File: config.mk
export PLATFORM = sky130hd
export DESIGN_NAME = rh_cs1_mdrv_flat
export DESIGN_NICKNAME = d
export VERILOG_FILES = /design/src/rtl/rh_cs1_mdrv_if.sv /design/src/rtl/rh_cs1_mdrv.sv /design/src/flat_wrapper.sv
export SDC_FILE = /design/constraint.sdc
export NUM_CORES = 1
export LEC_CHECK = 0
export CAP_MARGIN = 20
export CORE_MARGIN = 2
export CORE_UTILIZATION = 25
export CTS_BUF_LIST = sky130_fd_sc_hd__clkbuf_4 sky130_fd_sc_hd__clkbuf_8
export DETAILED_ROUTE_END_ITERATION = 12
export GPL_ROUTABILITY_DRIVEN = 0
export PLACE_DENSITY = 0.88
export SKIP_CTS_REPAIR_TIMING = 1
export SLEW_MARGIN = 5
export SYNTH_ARGS = -nofsm -noshare
export SYNTH_HDL_FRONTEND = slang
export SYNTH_SLANG_ARGS = --single-unit
export TNS_END_PERCENT = 10
File: constraint.sdc
create_clock -name clk -period 4.5 [get_ports clk]
set_input_delay 1.35 -clock clk [delete_from_list [all_inputs] [get_ports clk]]
set_output_delay 1.35 -clock clk [all_outputs]
set_load 0.03 [all_outputs]
File: src/rtl/rh_cs1_mdrv_if.sv
// rh_cs1_mdrv_if
// Bundle of the signals between the UBA device interface, the RH11 controller
// core, the per-drive register files and the CS1 register block.
//   master : the side that drives strobes, data, controller state and drive status
//   slave  : the CS1 block, which returns the CS1 image and the interrupt level
// Device data is big-endian [0:35]. The CS1 image occupies the last 16 bits,
// so little-endian CS1 bit k sits at devDATAI[35-k].
interface rh_cs1_mdrv_if #(
    parameter int NDRV = 8,
    parameter int UW   = 3,
    parameter int NERR = 8
);
    logic              devRESET;
    logic              devLOBYTE;
    logic              devHIBYTE;
    logic [0:35]       devDATAI;
    logic              rhcs1WRITE;
    logic              rhCLR;
    logic              rhCLRGO;
    logic              rhCLRTRE;
    logic [NERR-1:0]   rhERR;
    logic [UW-1:0]     rhUNIT;
    logic [1:0]        rhBA;
    logic              rhIACK;
    logic [NDRV-1:0]   drvATA;
    logic [NDRV-1:0]   drvERR;
    logic [NDRV-1:0]   drvDVA;
    logic [NDRV-1:0]   drvGO;
    logic [5*NDRV-1:0] drvFUN;
    logic [15:0]       rhCS1;
    logic              rhINTR;

    modport master (
        output devRESET, devLOBYTE, devHIBYTE, devDATAI, rhcs1WRITE,
        output rhCLR, rhCLRGO, rhCLRTRE, rhERR, rhUNIT, rhBA, rhIACK,
        output drvATA, drvERR, drvDVA, drvGO, drvFUN,
        input  rhCS1, rhINTR
    );

    modport slave (
        input  devRESET, devLOBYTE, devHIBYTE, devDATAI, rhcs1WRITE,
        input  rhCLR, rhCLRGO, rhCLRTRE, rhERR, rhUNIT, rhBA, rhIACK,
        input  drvATA, drvERR, drvDVA, drvGO, drvFUN,
        output rhCS1, rhINTR
    );
endinterface

File: src/rtl/rh_cs1_mdrv.sv
// rh_cs1_mdrv
// RH11 Control/Status Register 1 for a Massbus controller with NDRV drives.
// Assembles the CS1 readback image from the selected unit's drive status and
// the controller error sources, holds the writable TRE/PSEL/IE bits, and runs
// the interrupt request handshake (RDY-edge, SC-edge and IE-write triggers).
// Ports:
//   clk  : system clock
//   rst  : asynchronous active-high reset
//   bus  : rh_cs1_mdrv_if slave modport (device strobes/data, controller
//          clears and errors, unit select, per-drive status; CS1 and INTR out)
module rh_cs1_mdrv #(
    parameter int NDRV    = 8,
    parameter int UW      = 3,
    parameter int NERR    = 8,
    parameter int IACKCLR = 1
) (
    input  logic             clk,
    input  logic             rst,
    rh_cs1_mdrv_if.slave     bus
);
    localparam logic IACK_CLR = (IACKCLR != 0);

    typedef enum logic {IDLE, PEND} state_t;

    state_t state_q, state_d;
    logic   tre_q, tre_d;
    logic   last_tre_q, last_tre_d;
    logic   psel_q, psel_d;
    logic   ie_q, ie_d;
    logic   last_rdy_q, last_rdy_d;
    logic   last_sc_q, last_sc_d;

    logic [UW-1:0]   unit;
    logic [NERR-1:0] err_lvl;
    logic [4:0]      fun_arr [NDRV];
    logic [4:0]      s_fun;
    logic            s_go, s_err, s_dva;
    logic            ata, rdy, sc, stat_tre;
    logic            clr_ctl, wr_lo, wr_hi;
    logic            d_bit0, d_bit6, d_bit10;
    logic            trig;
    logic            unused_data;

    assign unit    = bus.rhUNIT;
    assign err_lvl = bus.rhERR;

    // Split the packed per-drive function bus into one 5-bit field per drive
    for (genvar n = 0; n < NDRV; n++) begin : g_fun
        assign fun_arr[n] = bus.drvFUN[5*n +: 5];
    end

    assign s_fun = fun_arr[unit];
    assign s_go  = bus.drvGO[unit];
    assign s_err = bus.drvERR[unit];
    assign s_dva = bus.drvDVA[unit];

    assign ata      = |bus.drvATA;
    assign rdy      = ~s_go;
    assign sc       = tre_q | ata;
    assign stat_tre = (|err_lvl) | s_err;

    // CS1 little-endian bit k lives at devDATAI[35-k]
    assign d_bit0  = bus.devDATAI[35];
    assign d_bit6  = bus.devDATAI[29];
    assign d_bit10 = bus.devDATAI[25];
    assign unused_data = ^{bus.devDATAI[0:24], bus.devDATAI[26:28], bus.devDATAI[30:34]};

    assign clr_ctl = bus.devRESET | bus.rhCLR;
    assign wr_lo   = bus.rhcs1WRITE & bus.devLOBYTE;
    assign wr_hi   = bus.rhcs1WRITE & bus.devHIBYTE;

    // Interrupt triggers; the write trigger needs no prior IE and fires only
    // for an IE=1, GO=0 write while the selected drive is ready
    assign trig = (ie_q & rdy & ~last_rdy_q)
                | (ie_q & sc & ~last_sc_q)
                | (wr_lo & d_bit6 & ~d_bit0 & rdy);

    // Next-state for the writable bits, edge detectors and interrupt FSM;
    // in every register a clear source outranks a load or set
    always_comb begin
        state_d    = state_q;
        tre_d      = tre_q;
        psel_d     = psel_q;
        ie_d       = ie_q;
        last_tre_d = stat_tre;
        last_rdy_d = rdy;
        last_sc_d  = sc;

        if (clr_ctl | bus.rhCLRTRE | bus.rhCLRGO) begin
            tre_d = 1'b0;
        end else if (stat_tre & ~last_tre_q) begin
            tre_d = 1'b1;
        end

        if (clr_ctl) begin
            psel_d = 1'b0;
        end else if (wr_hi & rdy) begin
            psel_d = d_bit10;
        end

        if (clr_ctl | (IACK_CLR & bus.rhIACK)) begin
            ie_d = 1'b0;
        end else if (wr_lo) begin
            ie_d = d_bit6;
        end

        // A trigger coinciding with an acknowledge keeps the request pending
        case (state_q)
            IDLE: if (trig) state_d = PEND;
            PEND: if (bus.rhIACK & ~trig) state_d = IDLE;
            default: state_d = IDLE;
        endcase
        if (clr_ctl) begin
            state_d = IDLE;
        end
    end

    // State registers
    always_ff @(posedge clk or posedge rst) begin
        if (rst) begin
            state_q    <= IDLE;
            tre_q      <= 1'b0;
            last_tre_q <= 1'b0;
            psel_q     <= 1'b0;
            ie_q       <= 1'b0;
            last_rdy_q <= 1'b0;
            last_sc_q  <= 1'b0;
        end else begin
            state_q    <= state_d;
            tre_q      <= tre_d;
            last_tre_q <= last_tre_d;
            psel_q     <= psel_d;
            ie_q       <= ie_d;
            last_rdy_q <= last_rdy_d;
            last_sc_q  <= last_sc_d;
        end
    end

    // CS1: SC TRE CPE 0 DVA PSEL BA[17:16] RDY IE FUN[5:1] GO
    assign bus.rhCS1  = {sc, tre_q, 1'b0, 1'b0, s_dva, psel_q, bus.rhBA,
                         rdy, ie_q, s_fun, s_go};
    assign bus.rhINTR = (state_q == PEND);
endmodule

File: src/flat_wrapper.sv
// flat-port wrapper written by rule: the top's interface ports become plain ports
module rh_cs1_mdrv_flat 
#(
    parameter int NDRV    = 8,
    parameter int UW      = 3,
    parameter int NERR    = 8,
    parameter int IACKCLR = 1
)
  (clk, rst, bus_devRESET, bus_devLOBYTE, bus_devHIBYTE, bus_devDATAI, bus_rhcs1WRITE, bus_rhCLR, bus_rhCLRGO, bus_rhCLRTRE, bus_rhERR, bus_rhUNIT, bus_rhBA, bus_rhIACK, bus_drvATA, bus_drvERR, bus_drvDVA, bus_drvGO, bus_drvFUN, bus_rhCS1, bus_rhINTR);
  rh_cs1_mdrv_if #(.NDRV(NDRV), .UW(UW), .NERR(NERR)) bus_i ();
  input  logic clk;
  input  logic rst;
  input wire logic [$bits(bus_i.devRESET)-1:0] bus_devRESET;
  input wire logic [$bits(bus_i.devLOBYTE)-1:0] bus_devLOBYTE;
  input wire logic [$bits(bus_i.devHIBYTE)-1:0] bus_devHIBYTE;
  input wire logic [$bits(bus_i.devDATAI)-1:0] bus_devDATAI;
  input wire logic [$bits(bus_i.rhcs1WRITE)-1:0] bus_rhcs1WRITE;
  input wire logic [$bits(bus_i.rhCLR)-1:0] bus_rhCLR;
  input wire logic [$bits(bus_i.rhCLRGO)-1:0] bus_rhCLRGO;
  input wire logic [$bits(bus_i.rhCLRTRE)-1:0] bus_rhCLRTRE;
  input wire logic [$bits(bus_i.rhERR)-1:0] bus_rhERR;
  input wire logic [$bits(bus_i.rhUNIT)-1:0] bus_rhUNIT;
  input wire logic [$bits(bus_i.rhBA)-1:0] bus_rhBA;
  input wire logic [$bits(bus_i.rhIACK)-1:0] bus_rhIACK;
  input wire logic [$bits(bus_i.drvATA)-1:0] bus_drvATA;
  input wire logic [$bits(bus_i.drvERR)-1:0] bus_drvERR;
  input wire logic [$bits(bus_i.drvDVA)-1:0] bus_drvDVA;
  input wire logic [$bits(bus_i.drvGO)-1:0] bus_drvGO;
  input wire logic [$bits(bus_i.drvFUN)-1:0] bus_drvFUN;
  output wire logic [$bits(bus_i.rhCS1)-1:0] bus_rhCS1;
  output wire logic [$bits(bus_i.rhINTR)-1:0] bus_rhINTR;
  assign bus_i.devRESET = bus_devRESET;
  assign bus_i.devLOBYTE = bus_devLOBYTE;
  assign bus_i.devHIBYTE = bus_devHIBYTE;
  assign bus_i.devDATAI = bus_devDATAI;
  assign bus_i.rhcs1WRITE = bus_rhcs1WRITE;
  assign bus_i.rhCLR = bus_rhCLR;
  assign bus_i.rhCLRGO = bus_rhCLRGO;
  assign bus_i.rhCLRTRE = bus_rhCLRTRE;
  assign bus_i.rhERR = bus_rhERR;
  assign bus_i.rhUNIT = bus_rhUNIT;
  assign bus_i.rhBA = bus_rhBA;
  assign bus_i.rhIACK = bus_rhIACK;
  assign bus_i.drvATA = bus_drvATA;
  assign bus_i.drvERR = bus_drvERR;
  assign bus_i.drvDVA = bus_drvDVA;
  assign bus_i.drvGO = bus_drvGO;
  assign bus_i.drvFUN = bus_drvFUN;
  assign bus_rhCS1 = bus_i.rhCS1;
  assign bus_rhINTR = bus_i.rhINTR;
  rh_cs1_mdrv #(.NDRV(NDRV), .UW(UW), .NERR(NERR), .IACKCLR(IACKCLR)) u_core (.clk(clk), .rst(rst), .bus(bus_i));
endmodule
Word-level counts from Yosys, hierarchy flattened
Cells that the tools add are included.

$lt $le $gt $ge: 2. Multiplexer cells: 19. Bitwise gates (word level): 28. Reductions and logical operators: 5.

Operators with widths (number): $reduce_or 8->1 (2); $bmux 5 s3 (1); $and 1x1->1 (12); $mux 1 (12); $mux 5 (2); $bmux 1 s3 (3); $or 1x1->1 (8); $not 1->1 (7); $reduce_bool 2->1 (3); $ge 4x4->1 const B (1); $lt 3x4->1 const B (1); $not 3->4 (1); $pmux 1 s2 (1).

Register bits after elaboration: 7. Input port bits: 131. Output and inout bits: 17. Word-level logic and storage cells: 61.

Logic depth before layout (Yosys ltp)
Gate-level depths: netlist (run 1).

Depth in word-level cells: 12. Mapped depth: 6. Mapped depth without buffers: 4.

Worst setup path before layout (run 1)
Ideal clock, no wire load.

Kind: in2out. Start point: input bus_rhUNIT[1]. End point: output bus_rhCS1[11]. Data arrival time: 2.626 ns. Required time: 3.150 ns. Setup slack: 0.524 ns. Cell stages on the path: 5. Buffers on the path: 3. Cell sequence: buf_2 -> clkbuf_1 -> mux4_2 -> mux2_2 -> buf_4.

Longest elaborated chain between the ends: 2.

RTL lines: from (decl) (line flat_wrapper.sv:22) `input wire logic [$bits(bus_i.rhUNIT)-1:0] bus_rhUNIT;`; $bmux 1 s3 (line rh_cs1_mdrv.sv:55) `assign s_dva = bus.drvDVA[unit];`; $mux 1 (not written as such) (line rh_cs1_mdrv.sv:55); to (decl) (line flat_wrapper.sv:30) `output wire logic [$bits(bus_i.rhCS1)-1:0] bus_rhCS1;`.

No other way between the ends. The select of a mux whose other input is x is not followed.

Worst setup path in the final report (run 1)
Start point: input bus_rhUNIT[0]. End point: output bus_rhCS1[3].

Longest elaborated chain between the ends: 4.

RTL lines: $not 3->4 (not written as such) (line rh_cs1_mdrv.sv:52) `assign s_fun = fun_arr[unit];`; $bmux 5 s3 (line rh_cs1_mdrv.sv:52); $mux 5 (not written as such) (2 in a row) (line rh_cs1_mdrv.sv:52).

No other way between the ends. The select of a mux whose other input is x is not followed.

==> results.sh, run 1 <==
export IMPL_vias=1100
export IMPL_fillerInstances=328
export IMPL_cts_clk_slew_worst_paths_ns=0.04
export IMPL_fp_dieH_um=65.6
export IMPL_crit_start="bus_rhUNIT[0]"
export IMPL_r2r_start="u_core.tre_q"
export IMPL_hp_class="reg2reg"
export IMPL_fmax_ghz=0.225
export IMPL_clk_latency_ns=0.22
export IMPL_cp_start_kind="input port"
export IMPL_synth_top_cell_by_area="mux4_2"
export IMPL_max_cap_violations=0
export IMPL_fp_coreArea_um2=3660
export IMPL_drive_gt1_frac=0.197
export IMPL_grt_max_degree=15
export IMPL_nNetsFinal=320
export IMPL_whs_ns=0.534
export IMPL_ant_nets=0
export IMPL_grt_use_total=0.173
export IMPL_seq_area_frac_synth=0.185
export IMPL_drt_pass1_iterations=4
export IMPL_syn_inst=82
export IMPL_ios=148
export IMPL_num_rows=22
export IMPL_clkSinkCount=7
export IMPL_ys_warn_count=0
export IMPL_hold_viol=0
export IMPL_overflow=0
export IMPL_peakVddDrop_mv=0.186
export IMPL_synth_distinct_cells=25
export IMPL_grt_pass1_vias=1262
export IMPL_power_total_mw=0.345
export IMPL_path_cells="clkdlybuf4s50_1 -> buf_12 -> buf_6 -> mux4_2 -> mux2_2 -> buf_4"
export IMPL_powerDensity_nw_per_um2=163
export IMPL_setup_violations=0
export IMPL_syn_to_final_growth_pct=124
export IMPL_wl_per_cell_um=14.9
export IMPL_wl_um=3510
export IMPL_start_util=0.259
export IMPL_path_delay_family="buffers and inverters"
export IMPL_cts_tree="yes"
export IMPL_rsz0062_at_grt="true"
export IMPL_yosys_top_cells_area="mux4_2, dfrtp_1, buf_4"
export IMPL_fin_worst_skew_ns=0.00165
export IMPL_cp_end_kind="output pin"
export IMPL_cts_buffers=3
export IMPL_critPathSlowestCell="clkdlybuf4s50_1"
export IMPL_max_stage_delay_ns=0.50
export IMPL_path_class="in2out"
export IMPL_arrival_ns=3.10
export IMPL_hp_start="u_core.tre_q"
export IMPL_ys_seq_elements=7
export IMPL_synth_area_um2=947
export IMPL_via_per_inst=4.66
export IMPL_status="completed"
export IMPL_htreeDepth=1
export IMPL_maxSlewViolCount=0
export IMPL_cellLeakagePower_nw=0.854
export IMPL_cp_max_fo=12
export IMPL_antenna_found_initial=0
export IMPL_path_buf_inv=4
export IMPL_die_area_um2=4300
export IMPL_drt_initial_drc_count=23
export IMPL_synth_avg_cell_area_um2=11.6
export IMPL_drc=0
export IMPL_die_x_um=65.6
export IMPL_num_antenna_cells=0
export IMPL_clockBufferDepth=2
export IMPL_hpwl_um=3200
export IMPL_finalCriticalPeriod_ns=4.45
export IMPL_port_buffer_count=108
export IMPL_synthDominantCellAreaShare=0.262
export IMPL_clockRootBuffer="clkbuf_8"
export IMPL_grt_pass1_wl_um=5660
export IMPL_period_share=0.988
export IMPL_crit_required_ns=3.15
[power by group]
group | internal (mW) | leakage, nW | switching [mW] | total (mW)
registers | 0.0648 | 0.0849 | 0.000477 | 0.0652
clock network | 0.0672 | 0.0262 | 0.0258 | 0.0930
logic | 0.124 | 0.743 | 0.0624 | 0.187
[per-stage QoR]
step	utilization	setup WS, ns	area (um^2)	std cells	setup TNS, ns
floorplan	-	0.524	951	83	0
global placement	0.564	-0.279	2060	232	-1.24
detailed placement	0.564	-0.309	2060	232	-1.30
CTS	0.577	-0.316	2110	236	-1.32
global route	0.579	-0.00900	2120	236	-0.00900
finish	0.579	0.0533	2120	236	0
[worst reg2reg max path: stages (launching register included)]
cell and delay (ns):
dfrtp_1 0.39, nor3_1 0.21, nand3_1 0.17, a222oi_1 0.32, nor3_2 0.06
[layout by cell type, fill, tap and decap left out, types with 2 or more instances in the layout]
cell type,netlist,layout
mux2i_1,6,6
buf_4,12,9
nand3b_1,2,2
buf_12,0,2
nand3_1,2,2
mux4_1,3,3
inv_1,5,5
nor2_1,4,4
dfrtp_1,7,7
clkbuf_8,0,3
nand2_1,5,5
dlymetal6s2s_1,0,4
nor4_1,5,5
conb_1,1,2
mux2_2,6,6
mux4_2,11,11
clkdlybuf4s50_1,0,100
[state kept, by name, summed over array words and instances, names as in the netlist]
signal and cells:
u_core.last_rdy_q 1, u_core.tre_q 1, u_core.last_tre_q 1, u_core.psel_q 1, u_core.ie_q 1, u_core.last_sc_q 1
u_core.bus.rhINTR 1
[synthesized netlist by cell type (all sizes together)]
master  number
dfrtp        7
a41o         1
conb         1
buf         14
mux2i        7
a22o         1
mux2         6
nor2         4
mux4        14
nor3         2
inv          5
a222oi       1
clkbuf       2
nand2        5
nand3b       2
o32ai        1
nand3        3
nor2b        1
nor4         5
[logic make-up (layout without fill, tap and decap cells)]
logic type,count (synthesis),in the layout,synth area share
other cells,1,2,0.00396
mux,27,27,0.503
simple gates,22,22,0.128
buf+inv,21,126,0.140
compound gates,4,4,0.0396
flops,7,7,0.185
[per-layer routing]
layer  wire length, um  share of wire  up-vias  GRT usage
li1                  -              -      522          -
met4                 0              0        0     0.0234
met3               391           0.11        0     0.0702
met5                 0              0        -          0
met2              1920           0.55       63      0.332
met1              1200           0.34      515      0.180
[final timing paths]
kind                                     end  slack [ns]  cells after the start
max                             bus_rhCS1[3]        0.05                      6
min                             u_core.tre_q        0.53                      1
max reg2reg                u_core.bus.rhINTR        3.22                      4
min reg2reg                     u_core.tre_q        0.53                      1
max in group asynchronous        u_core.ie_q        2.92                      2
min in group asynchronous       u_core.tre_q        1.36                      2
[layout make-up]
cell class | count | area [um^2] | area share
multi-input combinational | 55 | 643 | 0.303
clock buffer | 4 | 48.8 | 0.0230
inverter | 5 | 18.8 | 0.00885
timing repair buffer | 117 | 1170 | 0.554
tap | 48 | 60.1 | 0.0283
sequential | 7 | 175 | 0.0826
No activity file was read; power rests on OpenSTA's default activity.
==> run 2, diff against run 1 <==
--- a/config.mk
+++ b/config.mk
@@ -6,12 +6,14 @@
 export NUM_CORES = 1
 export LEC_CHECK = 0
 export CAP_MARGIN = 20
+export CELL_PAD_IN_SITES_DETAIL_PLACEMENT = 1
+export CELL_PAD_IN_SITES_GLOBAL_PLACEMENT = 1
 export CORE_MARGIN = 2
-export CORE_UTILIZATION = 25
+export CORE_UTILIZATION = 15
 export CTS_BUF_LIST = sky130_fd_sc_hd__clkbuf_4 sky130_fd_sc_hd__clkbuf_8
 export DETAILED_ROUTE_END_ITERATION = 12
 export GPL_ROUTABILITY_DRIVEN = 0
-export PLACE_DENSITY = 0.88
+export PLACE_DENSITY_LB_ADDON = 0.1
 export SKIP_CTS_REPAIR_TIMING = 1
 export SLEW_MARGIN = 5
 export SYNTH_ARGS = -nofsm -noshare
==> run 2 against run 1 <==
- final cell count is 11% higher
- critical path depth is 1 lower
- register-to-register slack hardly changed
- largest power group unchanged
==> results.sh, run 2 (synthesized netlist as in run 1, its figures left out) <==
export IMPL_setup_violations=0
export IMPL_grt_pass1_vias=1353
export IMPL_max_cap_violations=0
export IMPL_syn_to_final_growth_pct=127
export IMPL_final_common_cell="clkdlybuf4s50_1"
export IMPL_fillerInstances=677
export IMPL_hold_viol=0
export IMPL_cts_tree="yes"
export IMPL_start_util=0.157
export IMPL_cts_clk_slew_worst_paths_ns=0.04
export IMPL_ant_nets=0
export IMPL_path_buf_inv=3
export IMPL_path_delay_family="buffers and inverters"
export IMPL_drt_initial_drc_count=31
export IMPL_path_class="in2out"
export IMPL_fp_coreArea_um2=6030
export IMPL_num_rows=28
export IMPL_multi_input_area_um2=643
export IMPL_arrival_ns=3.11
export IMPL_cp_max_fo=7
export IMPL_grt_max_degree=11
export IMPL_htreeDepth=1
export IMPL_vias=1092
export IMPL_via_per_inst=4.15
export IMPL_powerDensity_nw_per_um2=160
export IMPL_wl_um=3830
export IMPL_peakVddDrop_mv=0.116
export IMPL_maxSlewViolCount=0
export IMPL_clockRootBuffer="clkbuf_8"
export IMPL_antenna_found_initial=0
export IMPL_power_total_mw=0.344
export IMPL_path_cells="clkdlybuf4s50_1 -> buf_4 -> mux4_1 -> mux2_2 -> dlymetal6s2s_1"
export IMPL_rsz0062_at_grt="true"
export IMPL_regArea_um2=175
export IMPL_finalCriticalPeriod_ns=4.46
export IMPL_drc=0
export IMPL_ios=148
export IMPL_place_inst=259
export IMPL_drive_gt1_frac=0.186
export IMPL_fin_worst_skew_ns=0.00169
export IMPL_layout_common_cells="clkdlybuf4s50_1, mux4_2, buf_4"
export IMPL_grt_use_total=0.112
export IMPL_cp_end_kind="output pin"
export IMPL_stdcell_count=263
export IMPL_die_area_um2=6970
export IMPL_period_share=0.992
export IMPL_crit_required_ns=3.15
export IMPL_hpwl_um=3540
export IMPL_fp_dieH_um=83.5
export IMPL_overflow=0
export IMPL_die_x_um=83.5
export IMPL_hp_class="reg2reg"
export IMPL_critPathSlowestCell="mux4_1"
export IMPL_nNetsFinal=320
export IMPL_fmax_ghz=0.224
export IMPL_cp_start_kind="input port"
export IMPL_fin_util=0.357
export IMPL_drt_pass1_iterations=6
export IMPL_clkSinkCount=7
export IMPL_num_antenna_cells=0
export IMPL_grt_pass1_wl_um=6330
export IMPL_clockBufferDepth=2
export IMPL_clk_latency_ns=0.22
export IMPL_port_buffer_count=108
export IMPL_wl_per_cell_um=14.6
export IMPL_max_stage_delay_ns=0.57
export IMPL_status="completed"
export IMPL_cellLeakagePower_nw=0.866
export IMPL_cts_buffers=3
run 2: cell count changes in the layout (fill, tap and decap cells not counted):
cell / change
dlymetal6s2s_1: +2
buf_12: -1
buf_4: +1
buf_6: -1
clkbuf_2: -1
run 2: cell type report:
| type | count | share of cell area |
|---|---|---|
| Clock buffer | 4 | 0.0227 |
| Inverter | 5 | 0.00873 |
| Multi-Input combinational cell | 55 | 0.299 |
| Sequential cell | 7 | 0.0814 |
| Tap cell | 75 | 0.0436 |
| Timing Repair Buffer | 117 | 0.545 |
run 2: worst paths after layout:
| path | depth (start not counted) | end | slack (ns) | from |
|---|---|---|---|---|
| worst min-delay path | 2 | u_core.psel_q | 0.54 | u_core.psel_q |
| worst max register to register | 4 | u_core.bus.rhINTR | 3.21 | u_core.tre_q |
| max in group asynchronous | 2 | u_core.last_rdy_q | 2.92 | rst |
| worst max-delay path | 5 | bus_rhCS1[4] | 0.04 | bus_rhUNIT[0] |
| worst min register to register | 2 | u_core.psel_q | 0.54 | u_core.psel_q |
| min in group asynchronous | 2 | u_core.ie_q | 1.37 | rst |
run 2: where the power goes:
part           switching [mW]  total, mW  internal (mW)  leakage (nW)
registers            0.000516     0.0653         0.0648        0.0849
logic                  0.0621      0.186          0.124         0.755
clock network          0.0256     0.0928         0.0672        0.0262
total                  0.0883      0.344          0.256         0.866
run 2: per-layer routing:
metal,part of all wire,track usage,vias to the layer above
met3,0.060,0.0148,2
met5,0,0,-
li1,-,-,521
met1,0.35,0.122,519
met2,0.58,0.229,50
met4,0.0055,0.0176,0
run 2: worst register-to-register path, delay by kind of cell (launching register included):
| kind | cells | cell delay (ns) |
|---|---|---|
| AOI/OAI and AO/OA | 1 | 0.32 |
| and+or+nand+nor | 3 | 0.46 |
| DFF | 1 | 0.39 |
run 2: metrics by stage:
step | worst slack (ns) | setup TNS, ns | instance area [um^2] | hold slack, ns
after detailed placement | -0.336 | -1.73 | 2090 | 0.531
after global routing | -0.0451 | -0.124 | 2150 | 0.596
after global placement | -0.319 | -1.66 | 2090 | 0.519
after CTS | -0.343 | -1.76 | 2140 | 0.549
final | 0.0358 | 0 | 2150 | 0.536
after floorplan | 0.524 | 0 | 951 | 0.499
